## src/rtl/branch_sequencer.sv

```systemverilog
// rtl/branch_sequencer.sv - multi-cycle fetch/decode/exec/mem/wb sequencer owning the pc and condition flags
module branch_sequencer #(
  parameter logic [31:0] RESET_PC = 32'd0
) (
  input  logic        clk,
  input  logic        rst,
  input  logic        imem_ready,
  input  logic        dmem_ready,
  input  logic [1:0]  branch,
  input  logic [5:0]  function_code,
  input  logic        is_mem,
  input  logic        is_halt,
  input  logic        flags_we,
  input  logic        negative,
  input  logic        zero,
  input  logic        carry,
  input  logic [31:0] reg1_value,
  input  logic [31:0] branch_address,
  output logic [31:0] pc,
  output logic        imem_req,
  output logic        ir_load,
  output logic        dmem_req,
  output logic        reg_we,
  output logic        link_we,
  output logic [31:0] link_value,
  output logic [2:0]  state,
  output logic        halted
);

  typedef enum logic [2:0] {
    S_FETCH  = 3'd0,
    S_DECODE = 3'd1,
    S_EXEC   = 3'd2,
    S_MEM    = 3'd3,
    S_WB     = 3'd4,
    S_HALT   = 3'd5
  } state_t;

  state_t      r_state;
  logic [31:0] r_pc;
  logic        r_flag_n;
  logic        r_flag_z;
  logic        r_flag_c;
  // Low for the first cycle after reset release so imem_req only rises once
  // reset has been sampled inactive by a clock edge.
  logic        r_started;

  logic [31:0] w_pc_inc;
  logic        w_taken;
  logic [31:0] w_target;
  logic [31:0] w_branch_pc;
  logic        w_imem_req;

  assign w_pc_inc    = r_pc + 32'd1;
  assign w_branch_pc = w_taken ? w_target : w_pc_inc;
  assign w_imem_req  = (r_state == S_FETCH) && r_started;

  // Branch resolution from decoder class/function and the latched flags.
  always_comb begin
    w_taken  = 1'b0;
    w_target = branch_address;
    case (branch)
      2'b01: begin
        case (function_code)
          6'd0: begin
            w_taken  = 1'b1;
            w_target = reg1_value;
          end
          6'd1:    w_taken = r_flag_n;
          6'd2:    w_taken = r_flag_z;
          6'd3:    w_taken = !r_flag_z;
          default: w_taken = 1'b0;
        endcase
      end
      2'b10: begin
        case (function_code)
          6'd0:    w_taken = 1'b1;
          6'd1:    w_taken = r_flag_c;
          6'd2:    w_taken = !r_flag_c;
          default: w_taken = 1'b0;
        endcase
      end
      2'b11:   w_taken = 1'b1;
      default: w_taken = 1'b0;
    endcase
  end

  // Sequencer: state, pc and flag registers.
  always_ff @(posedge clk or negedge rst) begin
    if (!rst) begin
      r_state   <= S_FETCH;
      r_pc      <= RESET_PC;
      r_flag_n  <= 1'b0;
      r_flag_z  <= 1'b0;
      r_flag_c  <= 1'b0;
      r_started <= 1'b0;
    end else begin
      r_started <= 1'b1;
      case (r_state)
        S_FETCH: begin
          if (r_started && imem_ready) begin
            r_state <= S_DECODE;
          end
        end
        S_DECODE: r_state <= S_EXEC;
        S_EXEC: begin
          if (is_halt) begin
            r_state <= S_HALT;
          end else if (branch != 2'b00) begin
            r_pc    <= w_branch_pc;
            r_state <= S_FETCH;
          end else begin
            // Only non-branch, non-halt instructions may update flags.
            if (flags_we) begin
              r_flag_n <= negative;
              r_flag_z <= zero;
              r_flag_c <= carry;
            end
            r_state <= is_mem ? S_MEM : S_WB;
          end
        end
        S_MEM: begin
          if (dmem_ready) begin
            r_state <= S_WB;
          end
        end
        S_WB: begin
          r_pc    <= w_pc_inc;
          r_state <= S_FETCH;
        end
        S_HALT:  r_state <= S_HALT;
        default: r_state <= S_FETCH;
      endcase
    end
  end

  // Strobes decode the registered state; ir_load also needs the ready of the
  // same cycle so a zero-wait fetch completes in its first cycle.
  assign pc         = r_pc;
  assign state      = r_state;
  assign imem_req   = w_imem_req;
  assign ir_load    = w_imem_req && imem_ready;
  assign dmem_req   = (r_state == S_MEM);
  assign reg_we     = (r_state == S_WB);
  assign link_we    = (r_state == S_EXEC) && !is_halt && (branch == 2'b11);
  assign link_value = w_pc_inc;
  assign halted     = (r_state == S_HALT);

endmodule
```

## config.mk

```make
export PLATFORM = sky130hd
export DESIGN_NAME = branch_sequencer
export DESIGN_NICKNAME = d
export VERILOG_FILES = /design/src/rtl/branch_sequencer.sv
export SDC_FILE = /design/constraint.sdc
export NUM_CORES = 1
export LEC_CHECK = 0
export ABC_CLOCK_PERIOD_IN_PS = 2000
export CAP_MARGIN = 20
export CORE_MARGIN = 5
export CORE_UTILIZATION = 38
export DETAILED_ROUTE_END_ITERATION = 8
export HOLD_SLACK_MARGIN = 0.05
export PLACE_DENSITY_LB_ADDON = 0.25
export SYNTH_ARGS = -nofsm -noshare
export SYNTH_HDL_FRONTEND = slang
export SYNTH_SLANG_ARGS = --single-unit
```

## constraint.sdc

```tcl
create_clock -name clk -period 2 [get_ports clk]
set_input_delay 0.3 -clock clk [delete_from_list [all_inputs] [get_ports clk]]
set_output_delay 0.3 -clock clk [all_outputs]
set_load 0.01 [all_outputs]
```

# ---- Yosys cells after proc, flatten, opt, wreduce, memory -nomap -nowiden
# Cells that the tools add are included.
dict set report word_totals {
  regBits 39
  in_bits 82
  output_inout_bits 73
  elab_cells 54
}
dict set report classes {
  add_sub_neg 1
  n_eq_ne 15
  mux 15
  n_bitwise 2
  reduce_logical 15
}
# op count
set op_table {}
lappend op_table {{two-way mux 32 bit} 5}
lappend op_table {{case mux 32 bit (2 select lines)} 1}
lappend op_table {{adder 32 x 1 -> 32 bit (second input constant)} 1}
lappend op_table {{two-way mux 3 bit} 5}
lappend op_table {{case mux 3 bit (5 select lines)} 1}
lappend op_table {{equality test 6 x 2 -> 1 bit (second input constant)} 2}
lappend op_table {{equality test 3 x 2 -> 1 bit (second input constant)} 2}
lappend op_table {{equality test 3 bit (second input constant)} 2}
lappend op_table {{equality test 6 x 1 -> 1 bit (second input constant)} 1}
lappend op_table {{zero test 6 bit} 1}
lappend op_table {{!= test 2 bit (second input constant)} 3}
lappend op_table {{case mux 1 bit (3 select lines)} 2}
lappend op_table {{logical AND 1 bit} 5}
lappend op_table {{equality test 2 bit (second input constant)} 2}
lappend op_table {{case mux 1 bit (4 select lines)} 1}
lappend op_table {{AND reduction 4 bit} 1}
lappend op_table {{nonzero test 2 bit} 2}
lappend op_table {{equality test 3 x 1 -> 1 bit (second input constant)} 1}
lappend op_table {{zero test 1 bit} 3}
lappend op_table {{zero test 3 bit} 1}
lappend op_table {{AND reduction 3 bit} 1}
lappend op_table {{equality test 2 x 1 -> 1 bit (second input constant)} 1}
lappend op_table {{!= test 2 x 1 -> 1 bit (second input constant)} 1}
lappend op_table {{NOT 1 bit} 2}
lappend op_table {{AND reduction 2 bit} 1}

# ---- Depth between registers and ports, before layout
# Gate-level depths: netlist of the first run.
dict set report depth {
  depth_word 7
  ltp_mapped 9
  mapped_depth_nobuf 6
}

# ---- Worst setup path after synthesis of the first run
# Ideal clock, no wire load.
dict set report synth_path {
  path_type {reg2reg}
  start {register r_pc[19] (netlist: pc[19])}
  end {register r_pc[23] (netlist: pc[23])}
  setup_ns 0.131
  arrival_ns 2.038
  t_required_ns 1.869
  path_slack_ns -0.170
  stages_incl_launch_ff 7
  path_buffers 1
  period_less_slack_ns 2.170
  path_cell_list {dfrtp_1 > buf_2 > nand3_1 > or4_1 > or3_4 > a31o_1 > or3_1}
}
dict set report synth_between {
  elab_chain_len 5
}
# element line
set synth_lines {}
lappend synth_lines {{from (decl)} 40} ;# logic [31:0] r_pc;
lappend synth_lines {{from (signal assigned)} 110} ;# r_pc <= w_branch_pc;
lappend synth_lines {{from (signal assigned)} 128} ;# r_pc <= w_pc_inc;
lappend synth_lines {{adder 32 x 1 -> 32 bit *} 54} ;# assign w_pc_inc = r_pc + 32'd1;
lappend synth_lines {{two-way mux 32 bit} 55} ;# assign w_branch_pc = w_taken ? w_target : w_pc_inc;
lappend synth_lines {{two-way mux 32 bit} 109} ;# end else if (branch != 2'b00) begin
lappend synth_lines {{two-way mux 32 bit} 107} ;# if (is_halt) begin
lappend synth_lines {{case mux 32 bit (2 select lines) *} 99} ;# case (r_state)
# Mark *: on every way between the ends. The rest lies on a longest branch, timed or not. The select of a mux whose other input is x is not followed.
# A chain may end at the register's enable or synchronous reset.

# ---- Worst setup path after layout of the first run
dict set report layout_path {
  start {register r_pc[7] (netlist: pc[7])}
  end {output link_value[28]}
}
dict set report layout_between {
  elab_chain_len 1
}
# element line
set layout_lines {}
lappend layout_lines {{adder 32 x 1 -> 32 bit} 54}
lappend layout_lines {{to (decl)} 25} ;# output logic [31:0] link_value,
# Every way passes these cells.

==> results of run 1 <==
[power groups by stage]
stage,logic [uW],registers [uW],clock network [uW]
finish,5580,1430,560
floorplan,1890,1690,0
global route,5910,1470,577
detailed placement,5040,1390,0
CTS,5030,1400,559
global placement,4960,1390,0
[sequential cells by signal, indices dropped and copies added, names as in the netlist]
signal and flops:
r_started 1, state 3, r_flag_n 1, pc 32, r_flag_c 1, r_flag_z 1
[cell usage after synthesis, types with 7 or more instances]
master | number | area [um2]
clkbuf_1 | 15 | 56.30
xnor2_1 | 28 | 245.2
and2_1 | 7 | 43.79
nor4_1 | 7 | 43.79
mux2_2 | 19 | 214.0
nor3_1 | 15 | 75.07
o21ai_0 | 7 | 35.03
a21oi_1 | 13 | 65.06
a2bb2oi_1 | 9 | 78.83
inv_1 | 17 | 63.81
nand2_1 | 27 | 101.4
nand4_1 | 17 | 106.4
mux2i_1 | 34 | 340.3
nor2_1 | 12 | 45.04
buf_2 | 9 | 45.04
nand3_1 | 24 | 120.1
dfrtp_1 | 39 | 975.9
[metrics by stage]
step | setup slack, ns | hold slack (ns) | util, %
finish | -0.3735 | 0.05892 | 79.19
CTS | -0.4005 | 0.08825 | 73.24
floorplan | -0.09300 | 0.004409 | -
global route | -0.4451 | 0.1206 | 79.19
detailed placement | -0.6770 | 0.4125 | 68.29
global placement | -0.5591 | 0.4050 | 68.29
[logic make-up (layout without fill, tap and decap cells)]
| kind of cell | count (synthesis) | after routing | synth area share (%) |
|---|---|---|---|
| simple gates | 133 | 133 | 22.48 |
| fa+ha+maj | 1 | 1 | 0.3810 |
| flops | 39 | 39 | 29.73 |
| buf+inv | 45 | 342 | 5.830 |
| mux | 53 | 53 | 16.88 |
| other cells | 1 | 1 | 0.1142 |
| compound gates | 69 | 69 | 16.31 |
| xor+xnor | 31 | 31 | 8.270 |
[metal layers]
metal	up-vias	track usage [%]	part of all wire, %
li1	2003	-	-
met1	2145	29.30	39
met2	187	45.09	52
met3	43	4.601	6.1
met4	0	7.968	3.0
met5	-	0.4808	0
[final cells by class]
cell class                      instances  area, um2
Inverter                               17      63.81
Sequential cell                        39      979.7
Fill cell                             535       1779
Multi-Input combinational cell        288       2679
Timing Repair Buffer                  317       2833
Tap cell                              108      135.1
Clock buffer                            7      76.32
Clock inverter                          1      5.005
[worst paths after layout]
kind / from / end / depth (start not counted)
worst max register to register: pc[20]$_DFFE_PN0P_ / pc[23]$_DFFE_PN0P_ / 6
worst max-delay path: pc[7]$_DFFE_PN0P_ / link_value[28] / 8
min in group clk: r_flag_n$_DFFE_PN0P_ / r_flag_n$_DFFE_PN0P_ / 1
worst min-delay path: rst / pc[3]$_DFFE_PN0P_ / 1
max in group asynchronous: rst / pc[16]$_DFFE_PN0P_ / 2
worst min register to register: r_flag_n$_DFFE_PN0P_ / r_flag_n$_DFFE_PN0P_ / 1
[timing repair]
item                                    CTS  global route
endpoints found under the setup margin   64            59
pin swaps                                34            39
setup buffers                            21            24
cloned                                    0             1
resized for setup                       192            74
==> results.toml, run 1 <==
[status]
status = "complete, but fails checks"
violations = "negative setup slack"

[route]
firstDrtPassIters = 5
route.detailed.drc = 0
num_vias = 4378
wire_per_inst_um = 19.08
drt-vias-per-instance = 5.634
drt_iter0_drc = 242
ant_nets = 0
drt-total-wl_um = 14830

[pwr]
p_switching_uw = 3283
p_per_area_nw_per_um2 = 1118
cellLeakagePower_uw = 0.003141
pwr-share-seq_pct = 18.9
p_comb_share_pct = 73.7
ir_worst_vdd_mv = 0.9571
finalPower_uw = 7570
p_int_uw = 4287
pwr-share-clk_pct = 7.4
swShare_pct = 43.36

[timing]
worst_slack_ns = -0.3735
finClkSkew_ns = 0.009860
slew_headroom_pct = 47.84
period_needed_ns = 2.374
grt_setup_unrepaired = "yes"
fin_crit_sh_pct = 118.7
worst_pin_slew_ns = 0.7824
drv_slew = 0
fmax_ghz = 0.4213
finalSetupTns_ns = -6.266
setup_viol = 32
hold_violations = 0

[worst_setup_path]
required_ns = 1.70
path_buf_inv = 3
cp_cell_sequence = "buf_4 > and4_4 > nand2_1 > nor4_4 > buf_4 > nand2_2 > xnor2_2 > buf_2"
critPathKind = "reg2out"
rrSetupSlack_ns = -0.15
cp_slowest_cell = "dfrtp_1"
critPathMaxFanout = 4
worst_setup_path_start_kind = "flop"
cpLargestDelayFamily = "simple AND/OR/NAND/NOR gates"
cp_slowest_stage_delay_ns = 0.38
critPathCaptureType = "output port"
cpMostUsedCell = "buf_4"
crit_arrival_ns = 2.07

[synthesis]
syn_avg_cell_area_um2 = 8.826
yosysSeqAreaShare_pct = 29.73
ys_seq_elements = 39
synth_area_um2 = 3283
synth-main-ff-cell = "dfrtp_1"
ys_warn_count = 0
synth_edf_count = 0
synth_fp_nets = 455
async_flop_share_pct = 100.0
yosysUniqueCellTypes = 56
syn_inst = 372

[cells_and_area]
area_delta_synth_final_pct = 106.2
stdcell_count = 777
n_antenna_cell = 0
layout_common_cells = "buf_4, clkdlybuf4s50_1, dfrtp_1, buf_6, mux2i_1"
final_cell_area_um2 = 6771
final_common_cell = "buf_4"
nets = 751
drive_gt1_share_pct = 44.69

[worst_hold_path]
hp-class = "in2async"

[die]
dieArea_um2 = 10600
io_pins = 155
coreArea_um2 = 8551
die_w_um = 103.0
die_y_um = 103.0
rows = 34
initial_core_util_pct = 38.40

[global_route]
antenna_found_initial = 0
track_usage_pct = 24.82
grt_max_degree = 32
grt_pass1_vias = 4301
grt-ovfl-total = 0
grt_pass1_wl_um = 20820

[clock_network]
clk_path_buf_depth = 2
clkLatencyLatePin_ns = 0.31
htree_num_levels = 2
clkTransAtPathRegs_ns = 0.09
clock_sinks = 39
cts-root-buf = "clkbuf_8"
cts_made_buffers = 5
cts_tree = "done"
postCtsHoldBufs = 0

[placed_design]
globalplace.congestion = 0.8545
io_buffer_count = 154
placed_area_um2 = 5839
place_hpwl_um = 9945
placed_cells = 726

[flow_run]
drv_cap = 0
(Power assumes the default switching activity.)
==> run 2: changes to the inputs <==
CAP_MARGIN = 25   (was 20)
==> results of run 2 <==
Same layout as run 1: the final DEF is identical, and so are final timing and power.
==> run 3: changes to the inputs <==
TNS_END_PERCENT = 10   (was not set)
==> results.toml, run 3 (synthesized netlist as in run 1, its figures left out) <==
[status]
status = "complete, but fails checks"
violations = "negative setup slack"

[timing]
slew_headroom_pct = 42.15
finalSetupTns_ns = -6.753
drv_slew = 0
period_needed_ns = 2.344
finClkSkew_ns = 0.004325
grt_setup_unrepaired = "yes"
whs_ns = 0.1228
worst_pin_slew_ns = 0.8677
fin_crit_sh_pct = 117.2
setup_viol = 38
worst_slack_ns = -0.3440
fmax_ghz = 0.4266
hold_violations = 0

[placed_design]
io_buffer_count = 154
globalplace.congestion = 0.8791
placed_cells = 726
place_hpwl_um = 10010
placed_area_um2 = 5836

[worst_setup_path]
cp_slowest_cell = "or3_4"
worstReg2RegStart = "pc[1]$_DFFE_PN0P_"
worst_setup_path_start_kind = "flop"
worstRegToRegCells = 9
cp_cell_sequence = "ha_2 > nand4_1 > or3_4 > nor3_4 > xor2_2 > buf_2"
critPathCaptureType = "output port"
critPathKind = "reg2out"
critPathMaxFanout = 4
required_ns = 1.70
critPathLaunch = "pc[1]$_DFFE_PN0P_"
r2r-end = "pc[28]$_DFFE_PN0P_"
rrSetupSlack_ns = -0.24
cp_slowest_stage_delay_ns = 0.47
crit_arrival_ns = 2.04

[die]
io_pins = 155
die_y_um = 103.0
die_w_um = 103.0
rows = 34
coreArea_um2 = 8551
initial_core_util_pct = 38.40
dieArea_um2 = 10600

[pwr]
p_int_uw = 4077
ir_worst_vdd_mv = 0.8103
pwr-share-seq_pct = 19.5
p_switching_uw = 2983
p_comb_share_pct = 73.2
pwr-share-clk_pct = 7.3
p_per_area_nw_per_um2 = 1128
swShare_pct = 42.25
cellLeakagePower_uw = 0.002821

[cells_and_area]
nets = 718
final_cell_area_um2 = 6256
largest_reg_flops = 32
layout_common_cells = "buf_4, clkdlybuf4s50_1, dfrtp_1"
stdcell_count = 743
final_common_cell = "buf_4"
area_delta_synth_final_pct = 90.55
finish.utilization_pct = 73.16
n_antenna_cell = 0
drive_gt1_share_pct = 38.43
fillers = 626

[route]
drt-vias-per-instance = 5.556
route.detailed.drc = 0
drt_iter0_drc = 197
wire_per_inst_um = 18.17
ant_nets = 0
num_vias = 4128
firstDrtPassIters = 5
drt-total-wl_um = 13500

[clock_network]
clock_sinks = 39
htree_num_levels = 2
postCtsHoldBufs = 0
clkLatencyLatePin_ns = 0.29
cts-root-buf = "clkbuf_8"
cts_made_buffers = 5
clkTransAtPathRegs_ns = 0.07
clk_path_buf_depth = 2
cts_tree = "done"

[global_route]
grt_max_degree = 36
antenna_found_initial = 0
grt_pass1_wl_um = 20180
grt-ovfl-total = 0
track_usage_pct = 23.77
grt_pass1_vias = 4163

[flow_run]
drv_cap = 0

[worst_hold_path]
hp-class = "in2async"
## run 3: what timing repair did
item,4_1_cts,5_1_grt
setup buffers,6,6
endpoints found under the setup margin,66,60
cloned,0,0
pin swaps,23,31
gates resized for setup,149,44
## run 3: power groups by stage
stage / registers, uW / clock network [uW] / logic [uW]
4_1_cts: 1370 / 517 / 4950
3_3_place_gp: 1350 / 0 / 4940
3_5_place_dp: 1370 / 0 / 5030
5_1_grt: 1420 / 552 / 5520
6_report: 1370 / 516 / 5170
2_1_floorplan: 1690 / 0 / 1850
## run 3: metrics by stage
stage / power (uW) / worst slack [ns]
3_5_place_dp: 6398 / -0.4785
4_1_cts: 6835 / -0.2948
6_report: 7060 / -0.3440
2_1_floorplan: 3538 / -0.09300
5_1_grt: 7494 / -0.4386
3_3_place_gp: 6297 / -0.4666
## run 3: cell type report
cell class	instances	area, um2	area share, %
repair buffers	284	2515	40.20
multi-input cells	288	2487	39.76
flip-flops and latches	39	978.4	15.64
well taps	108	135.1	2.160
clock buffers	7	76.32	1.220
inverters	17	63.81	1.020
## run 3: how the worst max path moves through the flow
stage          cells past startpoint  slack [ns]            endpoint
2_1_floorplan                      8       -0.09  pc[23]$_DFFE_PN0P_
3_3_place_gp                       8       -0.47   pc[0]$_DFFE_PN0P_
6_report                           6       -0.34      link_value[24]
3_5_place_dp                       8       -0.48   pc[0]$_DFFE_PN0P_
5_1_grt                            6       -0.44      link_value[24]
4_1_cts                            5       -0.29      link_value[24]
## run 3: metal layers
metal	global-route usage [%]	vias to the layer above	part of all wire [%]
met5	0	-	0
met4	5.777	0	1.7
met3	3.857	21	5.7
met2	43.81	145	54
met1	28.70	2032	38
li1	-	1930	-
## run 3: critical path: cells and delay by family, from the launching register on
| kind | cells | cell delay [ns] |
|---|---|---|
| flops | 1 | 0.36 |
| fa+ha+maj | 1 | 0.19 |
| xor+xnor | 1 | 0.20 |
| buf+inv | 1 | 0.16 |
| simple gates | 3 | 0.84 |
